### src/rtl/uart_pkg.sv
// -----------------------------------------------------------------------------
// uart_pkg
// Shared definitions for the UART receive/transmit engines.
//   rx_state_e : one-hot receiver state encoding (5 states)
//   PAR_EVEN / PAR_ODD : parity-mode constants for the PARITY_ODD parameter
//   clog2()    : ceiling log2 used to size counters at elaboration time
// -----------------------------------------------------------------------------
package uart_pkg;

   typedef enum logic [4:0] {
      IDLE   = 5'b00001,
      START  = 5'b00010,
      DATA   = 5'b00100,
      PARITY = 5'b01000,
      STOP   = 5'b10000
   } rx_state_e;

   localparam bit PAR_EVEN = 1'b0;
   localparam bit PAR_ODD  = 1'b1;

   // Number of bits needed to count 0..value-1.
   function automatic int clog2(input int value);
      int v;
      int r;
      v = value - 1;
      r = 0;
      while (v > 0) begin
         r = r + 1;
         v = v >> 1;
      end
      return r;
   endfunction

endpackage

### src/rtl/sync_2ff.sv
// -----------------------------------------------------------------------------
// sync_2ff
// Two-flop synchroniser for a single asynchronous input. The reset value is a
// parameter so idle-high lines (e.g. UART rx) do not see a false edge when
// reset is released.
// Ports:
//   clk   : destination clock
//   reset : synchronous, active-high; loads both flops with RESET_VAL
//   d     : asynchronous input
//   q     : synchronised output, two clk cycles behind d
// -----------------------------------------------------------------------------
module sync_2ff #(
   parameter bit RESET_VAL = 1'b0
) (
   input  logic clk,
   input  logic reset,
   input  logic d,
   output logic q
);

   logic sync_p0;
   logic sync_p1;

   always_ff @(posedge clk) begin
      if (reset) begin
         sync_p0 <= RESET_VAL;
         sync_p1 <= RESET_VAL;
      end else begin
         sync_p0 <= d;
         sync_p1 <= sync_p0;
      end
   end

   assign q = sync_p1;

endmodule

### src/rtl/uart_rx_param.sv
// -----------------------------------------------------------------------------
// uart_rx_param
// Parametrised UART receive engine. Oversamples the rx line with the s_tick
// strobe, rejects false starts, reports parity and framing errors and holds
// the last received word until the next frame completes.
// Parameters:
//   DBIT       : data bits per frame (5..9)
//   OVS        : s_tick strobes per bit period (even, >= 4)
//   SB_TICK    : s_tick strobes spent in the stop bit(s)
//   PARITY_EN  : 1 expects a parity bit after the data bits
//   PARITY_ODD : 1 odd parity, 0 even parity
// Ports:
//   clk          : system clock, rising edge
//   reset        : synchronous, active-high, highest priority
//   s_tick       : one-clk strobe at OVS x baud rate
//   rx           : asynchronous serial input, idle high
//   dout         : last received word (held)
//   rx_done_tick : one-clk pulse when a frame completes
//   parity_err   : parity mismatch on the last frame (held)
//   frame_err    : stop bit sampled low on the last frame (held)
//   busy         : receiver is inside a frame
// -----------------------------------------------------------------------------
module uart_rx_param
   import uart_pkg::*;
#(
   parameter int DBIT       = 8,
   parameter int OVS        = 16,
   parameter int SB_TICK    = 16,
   parameter bit PARITY_EN  = 1'b0,
   parameter bit PARITY_ODD = PAR_EVEN
) (
   input  logic            clk,
   input  logic            reset,
   input  logic            s_tick,
   input  logic            rx,
   output logic [DBIT-1:0] dout,
   output logic            rx_done_tick,
   output logic            parity_err,
   output logic            frame_err,
   output logic            busy
);

   localparam int SW = clog2(SB_TICK);
   localparam int NW = clog2(DBIT);

   localparam logic [SW-1:0] S_HALF = SW'(OVS / 2 - 1);
   localparam logic [SW-1:0] S_BIT  = SW'(OVS - 1);
   localparam logic [SW-1:0] S_STOP = SW'(SB_TICK - 1);
   localparam logic [NW-1:0] N_LAST = NW'(DBIT - 1);

   logic            rx_s;

   rx_state_e       state_q, state_d;
   logic [SW-1:0]   s_q, s_d;
   logic [NW-1:0]   n_q, n_d;
   logic [DBIT-1:0] b_q, b_d;
   logic            pbit_q, pbit_d;
   logic            stop_q, stop_d;
   logic [DBIT-1:0] dout_d;
   logic            perr_d, ferr_d, done_d;
   logic            stop_smp;

   // rx idles high, so the synchroniser resets to 1 to avoid a phantom start.
   sync_2ff #(
      .RESET_VAL(1'b1)
   ) u_rx_sync (
      .clk   (clk),
      .reset (reset),
      .d     (rx),
      .q     (rx_s)
   );

   // With a single stop bit the mid-bit sample and the end of STOP fall on
   // the same tick, so the live rx_s must be used instead of the latch.
   assign stop_smp = (s_q == S_BIT) ? rx_s : stop_q;

   always_comb begin
      state_d = state_q;
      s_d     = s_q;
      n_d     = n_q;
      b_d     = b_q;
      pbit_d  = pbit_q;
      stop_d  = stop_q;
      dout_d  = dout;
      perr_d  = parity_err;
      ferr_d  = frame_err;
      done_d  = 1'b0;

      if (s_tick) begin
         case (state_q)
            IDLE: begin
               if (!rx_s) begin
                  s_d     = '0;
                  state_d = START;
               end
            end

            START: begin
               if (s_q == S_HALF) begin
                  if (!rx_s) begin
                     s_d     = '0;
                     n_d     = '0;
                     state_d = DATA;
                  end else begin
                     // Glitch shorter than half a bit: drop silently.
                     state_d = IDLE;
                  end
               end else begin
                  s_d = s_q + SW'(1);
               end
            end

            DATA: begin
               if (s_q == S_BIT) begin
                  s_d = '0;
                  b_d = {rx_s, b_q[DBIT-1:1]};
                  if (n_q == N_LAST) begin
                     state_d = PARITY_EN ? PARITY : STOP;
                  end else begin
                     n_d = n_q + NW'(1);
                  end
               end else begin
                  s_d = s_q + SW'(1);
               end
            end

            PARITY: begin
               if (s_q == S_BIT) begin
                  pbit_d  = rx_s;
                  s_d     = '0;
                  state_d = STOP;
               end else begin
                  s_d = s_q + SW'(1);
               end
            end

            STOP: begin
               if (s_q == S_BIT) begin
                  stop_d = rx_s;
               end
               if (s_q == S_STOP) begin
                  dout_d  = b_q;
                  ferr_d  = ~stop_smp;
                  perr_d  = PARITY_EN & ((^b_q) ^ pbit_q ^ PARITY_ODD);
                  done_d  = 1'b1;
                  s_d     = '0;
                  state_d = IDLE;
               end else begin
                  s_d = s_q + SW'(1);
               end
            end

            default: begin
               state_d = IDLE;
               s_d     = '0;
            end
         endcase
      end
   end

   always_ff @(posedge clk) begin
      if (reset) begin
         state_q      <= IDLE;
         s_q          <= '0;
         n_q          <= '0;
         b_q          <= '0;
         pbit_q       <= 1'b0;
         stop_q       <= 1'b0;
         dout         <= '0;
         parity_err   <= 1'b0;
         frame_err    <= 1'b0;
         rx_done_tick <= 1'b0;
      end else begin
         state_q      <= state_d;
         s_q          <= s_d;
         n_q          <= n_d;
         b_q          <= b_d;
         pbit_q       <= pbit_d;
         stop_q       <= stop_d;
         dout         <= dout_d;
         parity_err   <= perr_d;
         frame_err    <= ferr_d;
         rx_done_tick <= done_d;
      end
   end

   assign busy = (state_q != IDLE);

endmodule

### config.mk
export PLATFORM = sky130hd
export DESIGN_NAME = uart_rx_param
export DESIGN_NICKNAME = d
export VERILOG_FILES = /design/src/rtl/uart_pkg.sv /design/src/rtl/sync_2ff.sv /design/src/rtl/uart_rx_param.sv
export SDC_FILE = /design/constraint.sdc
export NUM_CORES = 1
export LEC_CHECK = 0
export BUFFER_PORTS_ARGS = -buffer_cell sky130_fd_sc_hd__buf_2
export CAP_MARGIN = 25
export CELL_PAD_IN_SITES_DETAIL_PLACEMENT = 2
export CELL_PAD_IN_SITES_GLOBAL_PLACEMENT = 2
export CORE_UTILIZATION = 35
export DETAILED_ROUTE_END_ITERATION = 10
export GPL_TIMING_DRIVEN = 0
export PLACE_DENSITY = 0.85
export SYNTH_ARGS = -nofsm -noshare
export SYNTH_HDL_FRONTEND = slang
export SYNTH_SLANG_ARGS = --single-unit
export TNS_END_PERCENT = 20
### constraint.sdc
create_clock -name clk -period 2.45 [get_ports clk]
set_input_delay 0.245 -clock clk [delete_from_list [all_inputs] [get_ports clk]]
set_output_delay 0.245 -clock clk [all_outputs]
set_load 0.02 [all_outputs]
==> flow_summary.ini <==
[status]
outcome = finished, final reports clean

[setup_path]
rr_worst_depth = 5
crit_slowest_cell = nor4b_1
endpoint_kind = flop
arrival_ns = 2.23
cpPeakStageDelay_ns = 0.76
critical_path.cell_chain = buf_2 -> nor4b_1 -> nand2b_1 -> o2111a_1 -> a221o_1
path_delay_family = simple AND/OR/NAND/NOR gates
critPathLaunchType = flop
r2r_slack_ns = 0.37
cp_max_fo = 8
critical_path_buf_inv_count = 1
worst-setup-path-type = flop to flop
r2r_start = state_q[2]
reg2reg_to = state_q[0]
critPathRequiredTime_ns = 2.60

[timing]
fin_ws_ns = 0.371
max_slew_margin_pct = 39.4
rsz0062_at_grt = no
tightestPinTransition_ns = 0.896
report.final.setup_viol = 0
fin_setup_tns_ns = 0
hold_violations = 0
finClkSkew_ns = 0.00606
drv_slew = 0
holdWs_ns = 0.157
fmax_mhz = 481
fin_crit_ns = 2.08
finalCritPeriodShare_pct = 84.9

[hold_path]
hold_start = rx
hold_path_depth = 2
min_path_type = primary input to flop
hold_end = u_rx_sync.sync_p0

[detailed_routing]
drc_errors = 0
postRouteAntennaNets = 0
wl_per_cell_um = 15.6
vias_per_cell = 5.18
drtIter0Drc = 52
vias = 1130
first_pass_iters = 5
routed_wl_um = 3400

[floorplan]
die_y_um = 65.2
die-area_um2 = 4260
io_pins = 16
coreArea_um2 = 3740
die_w_um = 65.2
start_util_pct = 37.4
std_cell_rows = 22

[job]
drv_cap = 0

[power_and_ir_drop]
cellPowerDensity_nw_per_um2 = 613
p_sw_share_pct = 24.7
p_switching_w = 0.000244
p_clk_share_pct = 38.2
pwr-share-seq_pct = 52.4
power.share.combinational_pct = 9.4
internal_power_w = 0.000743
ir_drop_mv = 0.337
p_leak_nw = 0.608

[cells_and_area]
layout-drive-gt1-share_pct = 20.6
area_growth_pct = 15.1
n_antenna_cell = 0
multi_input_area_um2 = 724
finish.utilization_pct = 43.0
seq_area_um2 = 621
n_fill_cell = 440
num-nets-final = 176

[clock_network]
clk_pin_slew_ns = 0.06
cts.root.buffer_cell = clkbuf_8
numCtsBuffers = 5
insertion_delay_ns = 0.27
cts_max_path_buffers = 2
clock-sinks = 31
ctsResizeCount = 0
cts_tree = built
htree_levels = 2
holdBufCountCts = 0
post-cts-setup-buffers = 0

[place]
globalplace.congestion = 0.730
port_buffers = 14
dp_hpwl_um = 2580
pre_cts_slack_ns = 0.372

[yosys]
syn_nets = 155
yosysSeqAreaShare_pct = 44.3
ys_seq_elements = 31
avgSynthCellArea_um2 = 9.46
syn_inst = 148
yosys_warnings = 0
synth_edf_count = 0
postSynth.asyncResetShare_pct = 0
synth_flop_cell = dfxtp_1
ys_types = 43
syn_area_um2 = 1400

[grt]
grt.total_usage_pct = 17.6
grt_pass1_wl_um = 5610
antenna_found_initial = 0
grt_max_degree = 11
grt_pass1_vias = 1197
grt_overflow = 0
## how the worst max path moves through the flow
stage / start / end / cells after the start
2_1_floorplan: state_q[4] / state_q[0] / 5
3_3_place_gp: state_q[4] / state_q[0] / 5
3_5_place_dp: state_q[2] / state_q[0] / 5
4_1_cts: state_q[2] / state_q[0] / 5
5_1_grt: state_q[2] / state_q[0] / 5
6_report: state_q[2] / state_q[0] / 5
## logic make-up (layout without fill, tap and decap cells)
group / count (synthesis) / in the layout / synth area share (%)
other cells: 1 / 1 / 0.268
xor+xnor: 2 / 2 / 1.25
fa+ha+maj: 3 / 3 / 2.68
buf+inv: 10 / 32 / 3.93
simple gates: 60 / 60 / 23.1
compound gates: 22 / 22 / 10.9
flops: 31 / 31 / 44.3
mux: 19 / 19 / 13.6
## through the flow
stage	total power (W)	cell area, um2	std cells
after floorplan	0.000593	1400	148
final	0.000987	1610	218
after global placement	0.000617	1530	210
after detailed placement	0.000623	1530	210
after CTS	0.00100	1610	218
after global routing	0.00103	1610	218
## layout by cell type (no fill, tap or decap), types with 2 or more instances in the layout
master    netlist  routed
mux2i_1        19      19
and3_1          2       2
nor4b_1         2       2
nand2_1        12      12
nor3_1          2       2
nor2_1         24      24
or2_0           2       2
nor2_2          2       2
nor4b_2         2       2
clkbuf_8        0       5
o21ai_0         3       3
buf_2           2      16
buf_4           2       2
ha_1            3       3
dfxtp_1        31      31
or2_2           2       2
clkbuf_1        3       5
a21oi_1         8       8
inv_1           2       2
## routing by layer
layer | vias up | part of all wire, % | GRT usage [%]
li1 | 561 | - | -
met1 | 551 | 44 | 17.9
met2 | 13 | 52 | 34.5
met3 | 5 | 2.4 | 4.34
met4 | 0 | 1.1 | 4.89
met5 | - | 0 | 0
## power groups by stage
stage / clock network, W / registers (W) / logic, W
final: 0.000377 / 0.000518 / 0.0000932
after global routing: 0.000406 / 0.000518 / 0.000102
after CTS: 0.000390 / 0.000517 / 0.0000941
after detailed placement: 0 / 0.000529 / 0.0000940
after global placement: 0 / 0.000527 / 0.0000894
after floorplan: 0 / 0.000526 / 0.0000671
## sequential cells by signal, indices dropped and copies added, names as in the netlist
name / count
s_q: 4
dout: 8
rx_done_tick: 1
state_q: 4
u_rx_sync.q: 1
frame_err: 1
n_q: 3
b_q: 8
u_rx_sync.sync_p0: 1
## synth_stat cells, types with 2 or more instances
cell       n  area, um2
o21ai_0    3       15.0
and3_1     2       12.5
dfxtp_1   31        621
ha_1       3       37.5
a21oi_1    8       40.0
nor3_1     2       10.0
buf_4      2       15.0
nor2_2     2       12.5
mux2i_1   19        190
nor4b_2    2       30.0
or2_2      2       12.5
inv_1      2       7.51
nand2_1   12       45.0
or2_0      2       12.5
buf_2      2       10.0
clkbuf_1   3       11.3
nor2_1    24       90.1
nor4b_1    2       17.5
## area by class of cell
cell class / count / area share, %
clock buffers: 7 / 4.74
well taps: 48 / 3.73
inverters: 2 / 0.466
multi-input cells: 107 / 45.0
clock inverters: 1 / 0.311
flip-flops and latches: 31 / 38.5
repair buffers: 14 / 4.35
plain buffers: 8 / 2.95
No activity file was read; power rests on OpenSTA's default activity.
